`src/rtl/blk_mem_gen.sv`:
```
// Single-port DEPTH x 1-bit block RAM, read-first, 1-cycle registered read.
// Define BLK_MEM_GEN_OUTREG_EN to add a second output register (2-cycle read).
module blk_mem_gen #(
    parameter int                ADDR_WIDTH = 4,
    parameter int                DEPTH      = 16,
    parameter logic [DEPTH-1:0]  INIT_VALUE = 16'hB2D9
) (
    input  logic                  clock_100Mhz,
    input  logic                  reset,
    input  logic                  ena,
    input  logic                  wea,
    input  logic [ADDR_WIDTH-1:0] addra,
    input  logic                  dina,
    output logic                  douta
);

    logic [DEPTH-1:0] mem_r;
    logic [DEPTH-1:0] sel_s;
    logic             rd_bit_s;
    logic             dout1_r;

    // One-hot word select; addresses at or beyond DEPTH select nothing, so they read 0 and never write.
    always_comb begin
        sel_s = {DEPTH{1'b0}};
        for (int i = 0; i < DEPTH; i++) begin
            sel_s[i] = (addra == ADDR_WIDTH'(i));
        end
        rd_bit_s = |(sel_s & mem_r);
    end

    // Storage array: reset reloads the initial image, enabled writes update the selected word.
    always_ff @(posedge clock_100Mhz or posedge reset) begin
        if (reset) begin
            mem_r <= INIT_VALUE;
        end else if (ena && wea) begin
            mem_r <= (mem_r & ~sel_s) | (sel_s & {DEPTH{dina}});
        end
    end

    // First read stage samples the pre-write content, which gives read-first behaviour.
    always_ff @(posedge clock_100Mhz or posedge reset) begin
        if (reset) begin
            dout1_r <= 1'b0;
        end else if (ena) begin
            dout1_r <= rd_bit_s;
        end
    end

`ifdef BLK_MEM_GEN_OUTREG_EN
    logic ena_d_r;
    logic dout2_r;

    // Second stage advances only behind an enabled first-stage load.
    always_ff @(posedge clock_100Mhz or posedge reset) begin
        if (reset) begin
            ena_d_r <= 1'b0;
            dout2_r <= 1'b0;
        end else begin
            ena_d_r <= ena;
            if (ena_d_r) begin
                dout2_r <= dout1_r;
            end
        end
    end

    assign douta = dout2_r;
`else
    assign douta = dout1_r;
`endif

endmodule

```
`config.mk`:
```
export PLATFORM = sky130hd
export DESIGN_NAME = blk_mem_gen
export DESIGN_NICKNAME = d
export VERILOG_FILES = /design/src/rtl/blk_mem_gen.sv
export SDC_FILE = /design/constraint.sdc
export NUM_CORES = 1
export LEC_CHECK = 0
export BUFFER_PORTS_ARGS = -buffer_cell sky130_fd_sc_hd__buf_2
export CAP_MARGIN = 15
export CORE_UTILIZATION = 60
export DETAILED_ROUTE_END_ITERATION = 10
export GPL_ROUTABILITY_DRIVEN = 0
export PLACE_DENSITY = 0.79
export REMOVE_ABC_BUFFERS = 1
export SYNTH_ARGS = -nofsm -noshare
export SYNTH_HDL_FRONTEND = slang
export SYNTH_SLANG_ARGS = --single-unit
```
`constraint.sdc`:
```
create_clock -name clock_100Mhz -period 4.3 [get_ports clock_100Mhz]
set_input_delay 0.645 -clock clock_100Mhz [delete_from_list [all_inputs] [get_ports clock_100Mhz]]
set_output_delay 0.645 -clock clock_100Mhz [all_outputs]
set_load 0.1 [all_outputs]
```
# Word level (Yosys, flattened, before mapping)
# Cells that the tools add are included.
# totals
reg_bits	17
latchBits	0
ram_bits	0
romBits	0
inputBits	9
out_inout_bits	1
word_cells	25
mem_count	0
# classes
n_addsub	0
mul	0
div_mod_pow	0
n_lt_le_gt_ge	0
eq_ne	15
n_shift	0
mux	0
bitwise_logic	5
n_reduce_logical	3
# ops
operator	count
16-bit bitwise AND	3
4-bit equality test, second input constant	8
4-bit by 3-bit equality test with 1-bit output, second input constant	4
16-bit inverter	1
16-bit OR	1
16-bit OR reduction	1
4-bit by 2-bit equality test with 1-bit output, second input constant	2
4-bit by 1-bit equality test with 1-bit output, second input constant	1
4-bit zero test	1
1-bit logical AND	1

# Longest topological paths before layout
# Gate-level depths: netlist of run 1.
# logic_depth
ltp_word	4
mapped_depth	5
ltp_nobuf	4

# Worst setup path after synthesis of run 1
# OpenSTA, ideal clock, no wires.
# synth_timing
path_type	input to register
from	in addra[1]
to	reg (tool-made name)
setup_ps	125
arrival_ps	1464
required_time_ps	4175
slack_ps	2711
stages	4
path_buffers	1
path_cell_list	buf_2 > nand4b_1 > nor3_1 > mux2_2
# synth_lines
item	line	text
from (decl)	12	input logic [ADDR_WIDTH-1:0] addra,

# Worst setup path after layout of run 1
# layout_timing
from	reg dout1_r, in the netlist douta
to	out douta
# layout_lines
item	line	text
from (decl)	20	logic dout1_r;
from (signal assigned)	45	dout1_r <= rd_bit_s;
to (decl)	14	output logic douta
# No word-level cell between the ends.

==> metrics.md, run 1 <==
| Metric | Value |
|---|---|
| Worst vdd ir | 256 uV |
| Most common cell after layout, fill and taps aside | mux2_2 |
| Antenna cells | 0 |
| Worst stage delay on the critical path | 0.42 ns |
| Area growth syn-to-layout | 7.19% |
| Vias in the first global route | 689 |
| Top cell family by delay on the critical path | buffers and inverters |
| Tmin final | between 1.5 and 2 ns |
| Postcts setup bufs | 0 |
| WL/cell | 15.5 um |
| DR pass1 iterations | 4 |
| Worst path slowest cell | buf_2 |
| Period utilisation layout | 39.7% |
| CTS tree | built |
| Seq/Total Area, Yosys | ~46% |
| Arrival time worst endpoint | 1.06 ns |
| Starting density of the core | between 60% and 70% |
| Setup_tns | 0 ns |
| Syn. warnings | 0 |
| Leakage Power | slightly above 0.4 nW |
| Largest net degree at the start of global routing | 18 |
| # IOs | 10 |
| Crit Path Max Fanout | 2 |
| DRT Wirelength | 1.81 mm |
| First DRT Iteration DRCs | 20 |
| ANT nets after route | 0 |
| Global-route wire length before repair | 3.06 mm |
| Finish-stage setup viols | 0 |
| Internal power | 0.000274 W |
| CP Buf/Inv Count | 1 |
| Cell Count, Final, Fillers Out | 117 |
| #FFs+latches synth | 17 |
| Mean Syn Cell Area | ~10 sq um |
| Part of the power in the clock network | 21.9% |
| Placed Instances | 113 |
| Vias/cell | 6.09 |
| Sw Share | 28.5% |
| Post-detail-place hpwl | between 1 and 1.5 mm |
| Fin Hold WS | 0.413 ns |
| Die height | between 40 and 50 um |
| Rows | 14 |
| Hold Crit Class | input port to asynchronous set/reset pin |
| Fin nets | 111 |
| Slew Limit Headroom | around 60% |
| GRT Overall Usage | 23.6% |
| Endpoints failing hold | 0 |
| Quantity of gates resized following cts | 0 |
| Clock Sinks | 17 |
| Cts hold-fix bufs | 0 |
| Port bufs | 9 |
| CTS Buf Count | 3 |
| Layout Skew | roughly 0.0029 ns |
| Global route overflow | 0 |
| Worst skew pair latency | 0.29 ns |
| H-tree depth | 1 |
| Bufs on Longest Clock Path | 2 |
| Syn Inst Count | 93 |
| Root buffer cell | clkbuf_4 |
| Fin util | just under 70% |
| Mapped Area | about 960 sq um |
| P_sw | 0.000109 W |
| Max_cap viols | 0 |
| Crit path kind | flop to output port |
| Worst path cell trace | buf_2 |
| Pwr dens | roughly 370 nW/um^2 |
| Die area | approximately 1800 sq um |
| Max Fclk | 586 MHz |
| Worst-margin pin slew | 0.613 ns |
| DRC Markers | 0 |
| Fin. max-slew vios | 0 |
| Pre-CTS WS | 2.37 ns |
| Seq pwr share | 56.8% |
| Logic pwr share | 21.2% |
| Post-synthesis cell type count | 27 |
| Initial antenna violation count | 0 |
| Crit path capture type | output port |
| Final Worst Setup Slack | ~2.6 ns |
| Most frequent cells in the layout | mux2_2, nor2_1, dfstp_2, buf_2, dfrtp_1 |
| Share of layout cells above drive strength 1 | 38.6% |
| Unrepaired setup endpoints after global routing | no |
| Status | complete, no violations |
| Die X | 41.9 um |
| Via Count | 712 |
| Clock-pin slew on the worst setup and hold paths | approximately 0.10 ns |
| Worst setup SP type | flop |
| Worst Path Required | 3.65 ns |
| Core Footprint | 1510 sq um |
-- through the flow --
stage | power, W | area (sq um)
finish | 0.000383 | 1030
global route | 0.000401 | 1030
CTS | 0.000386 | 1030
detailed placement | 0.000303 | 998
global placement | 0.000297 | 998
floorplan | 0.000274 | 933
-- routing by layer --
layer	up-vias	routed length, um	global-route usage, %
met1	341	866	31.2
met5	-	0	0
met3	2	79	3.91
met4	0	19	9.68
li1	351	-	-
met2	18	844	38.4
-- cell type report --
class                   instances  area, sq um
multi-input cells              69          489
fillers                       128          480
flip-flops and latches         17          437
repair buffers                  9         45.0
clock buffers                   3         22.5
well taps                      16         20.0
inverters                       2         7.51
clock inverters                 1         5.00
-- Yosys cell counts --
library cell | number | share of area, %
nand4_1 | 1 | 0.65
mux2_2 | 16 | 19
nor3_1 | 3 | 1.6
clkbuf_1 | 1 | 0.39
dfstp_2 | 9 | 25
a22oi_1 | 1 | 0.78
and3_1 | 2 | 1.3
nor4_1 | 1 | 0.65
nand4b_1 | 3 | 2.7
nand4bb_1 | 1 | 1.2
or3b_1 | 1 | 0.92
o32ai_1 | 1 | 0.92
buf_2 | 4 | 2.1
mux2i_1 | 1 | 1.0
a21oi_1 | 4 | 2.1
dfrtp_1 | 8 | 21
nand2_1 | 6 | 2.4
nand3b_1 | 4 | 3.1
a41oi_1 | 1 | 0.92
nor2b_1 | 2 | 1.3
nand3_1 | 3 | 1.6
nor2_1 | 13 | 5.1
nand2b_1 | 2 | 1.3
a22o_1 | 1 | 0.92
inv_1 | 2 | 0.78
o21ai_0 | 1 | 0.52
a211oi_2 | 1 | 1.3
-- logic make-up (layout without fill, tap and decap cells) --
kind of cell    Yosys count  count (layout)  synth area share, %
simple gates             42              42                 23.8
flops                    17              17                 45.6
buf+inv                   7              15                 3.27
mux                      17              17                 19.9
compound gates           10              10                 7.45
-- final timing paths --
check                           start                    endpoint  slack (ns)  cells past startpoint
min in group clock_100Mhz        flop                        flop        0.52                      1
max in group asynchronous       reset  asynchronous set/reset pin        3.49                      2
worst max-delay path            douta                       douta        2.59                      1
worst max register to register   flop                       douta        2.81                      4
worst min-delay path            reset  asynchronous set/reset pin        0.41                      2
worst min register to register   flop                        flop        0.52                      1
-- power groups by stage --
stage,clock [W],sequential [W],combinational (W)
floorplan,0,0.000226,0.0000484
global placement,0,0.000220,0.0000775
detailed placement,0,0.000221,0.0000815
CTS,0.0000858,0.000218,0.0000816
global route,0.0000910,0.000222,0.0000882
finish,0.0000842,0.000218,0.0000813
(Power assumes the default switching activity.)
==> run 2: changes to the inputs <==
--- a/config.mk
+++ b/config.mk
@@ -5,12 +5,13 @@
 export SDC_FILE = /design/constraint.sdc
 export NUM_CORES = 1
 export LEC_CHECK = 0
+export ABC_AREA = 1
 export BUFFER_PORTS_ARGS = -buffer_cell sky130_fd_sc_hd__buf_2
 export CAP_MARGIN = 15
-export CORE_UTILIZATION = 60
+export CORE_UTILIZATION = 55
 export DETAILED_ROUTE_END_ITERATION = 10
 export GPL_ROUTABILITY_DRIVEN = 0
-export PLACE_DENSITY = 0.79
+export PLACE_DENSITY = 0.73
 export REMOVE_ABC_BUFFERS = 1
 export SYNTH_ARGS = -nofsm -noshare
 export SYNTH_HDL_FRONTEND = slang
==> constraint.sdc (replaced) <==
create_clock -name clock_100Mhz -period 1.7 [get_ports clock_100Mhz]
set_input_delay 0.255 -clock clock_100Mhz [delete_from_list [all_inputs] [get_ports clock_100Mhz]]
set_output_delay 0.255 -clock clock_100Mhz [all_outputs]
set_load 0.1 [all_outputs]
==> run 2 against run 1 <==
Compared with the run above: non-clock buffer count unchanged; cell area shrank 2.4%; combinational power rose by 130%; critical path depth did not move; highest routed layer unchanged.
==> metrics.md, run 2 <==
| Metric | Value |
|---|---|
| Cts hold-fix bufs | 0 (unchanged) |
| Worst-margin pin slew | 0.636 ns (+0.0231 ns) |
| Crit path capture type | output port |
| Worst setup SP type | flop |
| Tmin final | roughly 1.3 ns |
| Area growth syn-to-layout | 8.70% |
| DR pass1 iterations | 4 (unchanged) |
| Layout Skew | 0.000628 ns (-0.00229 ns) |
| Mapped Area | 921 sq um (-3.8%) |
| Finish-stage setup viols | 0 (unchanged) |
| Post-synthesis cell type count | 15 (-44%) |
| Placed Instances | 140 (+24%) |
| Worst skew pair latency | 0.29 ns (about the same) |
| Hold Crit Class | input port to asynchronous set/reset pin |
| Rows | 14 (unchanged) |
| FF-to-FF path depth | 5 (+1) |
| Fin nets | 138 (+24%) |
| Endpoints failing hold | 0 (unchanged) |
| Bufs on Longest Clock Path | 2 (unchanged) |
| ANT nets after route | 0 (unchanged) |
| Syn. warnings | 0 (unchanged) |
| Pwr dens | 949 nW/um^2 (+150%) |
| Setup_tns | 0 ns (unchanged) |
| GRT Overall Usage | 22.4% (-1.1 points) |
| Vias in the first global route | 710 (+3.0%) |
| Ys flop type | dfstp_2 |
| Top-count cell post-synth | nand3_1 |
| Period utilisation layout | between 70% and 80% |
| Fin area | 1000 sq um (-2.4%) |
| CTS tree | built |
| Die X | 42.9 um (+2.3%) |
| Worst path slowest cell | buf_2 |
| Most common cell after layout, fill and taps aside | nand3_1 |
| # IOs | 10 (unchanged) |
| Clock Sinks | 17 (unchanged) |
| Die height | 42.9 um (+2.3%) |
| Unrepaired setup endpoints after global routing | no |
| DRT Wirelength | 1.81 mm (about the same) |
| Cell taking the most area after synthesis | dfstp_2 |
| Global route overflow | 0 (unchanged) |
| Port bufs | 9 (unchanged) |
| Quantity of gates resized following cts | 0 (unchanged) |
| Critical Path Source | douta |
| Filler cells | 157 (+23%) |
| Root buffer cell | clkbuf_4 |
| Crit path kind | flop to output port |
| Global-route wire length before repair | 3.04 mm (-0.65%) |
| Placed cell area | 975 sq um (-2.4%) |
| Cell Count, Final, Fillers Out | 144 (+23%) |
| DRC Markers | 0 (unchanged) |
| Arrival time worst endpoint | 1.06 ns (about the same) |
| Slew Limit Headroom | 57.6% (-1.5 points) |
| Worst vdd ir | 615 uV (+140%) |
| Worst stage delay on the critical path | 0.42 ns (about the same) |
| CTS Buf Count | 3 (unchanged) |
| Fin. max-slew vios | 0 (unchanged) |
| Postcts setup bufs | 0 (unchanged) |
| H-tree depth | 1 (unchanged) |
| Core Footprint | 1540 sq um (+2.3%) |
| Critical Path End | douta |
| Syn Inst Count | 117 (+26%) |
| Worst Path Required | 1.44 ns (-2.21 ns) |
| Mean Syn Cell Area | 7.87 sq um (-24%) |
| Leakage Power | 0.458 nW (+11%) |
| Worst R2R Setup Slack | 0.66 ns (-2.15 ns) |
| Post-synth EDFFs | 0 (unchanged) |
| Die area | 1840 sq um (+4.7%) |
| Vias/cell | 5.65 (-7.1%) |
| Worst path depth | 1 (unchanged) |
| Top cell family by delay on the critical path | buffers and inverters |
| Most frequent cells in the layout | nand3_1, nand2_1, o21ai_1, dfstp_2, buf_2 |
| Largest net degree at the start of global routing | 18 (unchanged) |
| Max Fclk | 758 MHz |
| Post-synth top area share | 25.7% (+0.97 points) |
| Via Count | 814 (+14%) |
| Initial antenna violation count | 0 (unchanged) |
| Status | complete, no violations |
| Most frequent cells after synthesis | nand3_1, nand2_1, o21ai_1 |
| Share of layout cells above drive strength 1 | 26.6% (-12 points) |
| Max_cap viols | 0 (unchanged) |
| Largest cells by area after synthesis | dfstp_2, dfrtp_1, nand3_1 |
| WL/cell | 12.6 um (-19%) |
| Starting density of the core | 59.7% (-3.8 points) |
| Antenna cells | 0 (unchanged) |
| Worst path cell trace | buf_2 |
| Crit Path Max Fanout | 2 (unchanged) |
| Post-detail-place hpwl | 1.28 mm (-0.75%) |
| First DRT Iteration DRCs | 30 (+50%) |
| #FFs+latches synth | 17 (unchanged) |
| CP Buf/Inv Count | 1 (unchanged) |
| Clock-pin slew on the worst setup and hold paths | 0.09 ns (about the same) |
| Worst r2r dst | douta |
| Async set-reset flop share out of synthesis | 100% (unchanged) |
| Seq/Total Area, Yosys | 47.4% (+1.8 points) |
## run 2: changes by cell type in the layout (fill, tap and decap cells not counted), moves of 6 or more
cell     previous run  this run
inv_2               0         6
mux2_2             16         0
nand2_1             6        26
nand3_1             3        32
nor2_1             13         7
o21ai_1             0        15
## run 2: cells by family after synthesis
| family | count (synthesis) | synth area share, % |
|---|---|---|
| AOI/OAI and AO/OA | 16 | 8.69 |
| and+or+nand+nor | 73 | 39.0 |
| DFF | 17 | 47.4 |
| buffers and inverters | 11 | 4.89 |
## run 2: through the flow
stage               total power [W]  hold WS, ns  util, %  setup slack [ns]
detailed placement         0.000739        0.368     63.2             0.510
global route                0.00100       0.0759     64.9             0.356
finish                     0.000950       0.0327     64.9             0.381
floorplan                  0.000684        0.175        -             0.543
global placement           0.000733        0.358     63.2             0.537
CTS                        0.000959       0.0386     64.9             0.364
## run 2: report_power, final
| group | switching (W) | internal, W | leakage (nW) | total, W |
|---|---|---|---|---|
| Sequential | 0.0000427 | 0.000507 | 0.197 | 0.000549 |
| Combinational | 0.000123 | 0.0000618 | 0.246 | 0.000185 |
| Clock | 0.000124 | 0.0000913 | 0.0150 | 0.000216 |
| Total | 0.000290 | 0.000660 | 0.458 | 0.000950 |
## run 2: routing by layer
layer	wire length, um	up-vias	GRT usage [%]
met5	0	-	0
met3	121	4	3.83
met1	842	369	30.5
met4	28	0	11.3
met2	817	26	34.2
li1	-	415	-
## run 2: how the worst min path moves through the flow
stage	start	to	slack, ns	depth (start not counted)
finish	reset	asynchronous set/reset pin	0.03	2
global route	reset	asynchronous set/reset pin	0.08	2
CTS	reset	asynchronous set/reset pin	0.04	2
detailed placement	reset	asynchronous set/reset pin	0.37	2
global placement	reset	asynchronous set/reset pin	0.36	2
floorplan	reset	asynchronous set/reset pin	0.17	1
## run 2: final cells by class
type / count / area (sq um) / area share (%)
sequential: 17 / 437 / 43.6
clock buffer: 4 / 26.3 / 2.63
timing repair buffer: 9 / 45.0 / 4.50
inverter: 9 / 33.8 / 3.38
multi-input combinational: 89 / 439 / 43.9
tap: 16 / 20.0 / 2.00
## run 2: worst register-to-register path, stage by stage (launching register included)
cell	delay, ns
dfstp_2	0.54
nor3b_1	0.18
nor2_1	0.08
nand3_2	0.07
nor2_1	0.04
nor2_1	0.07
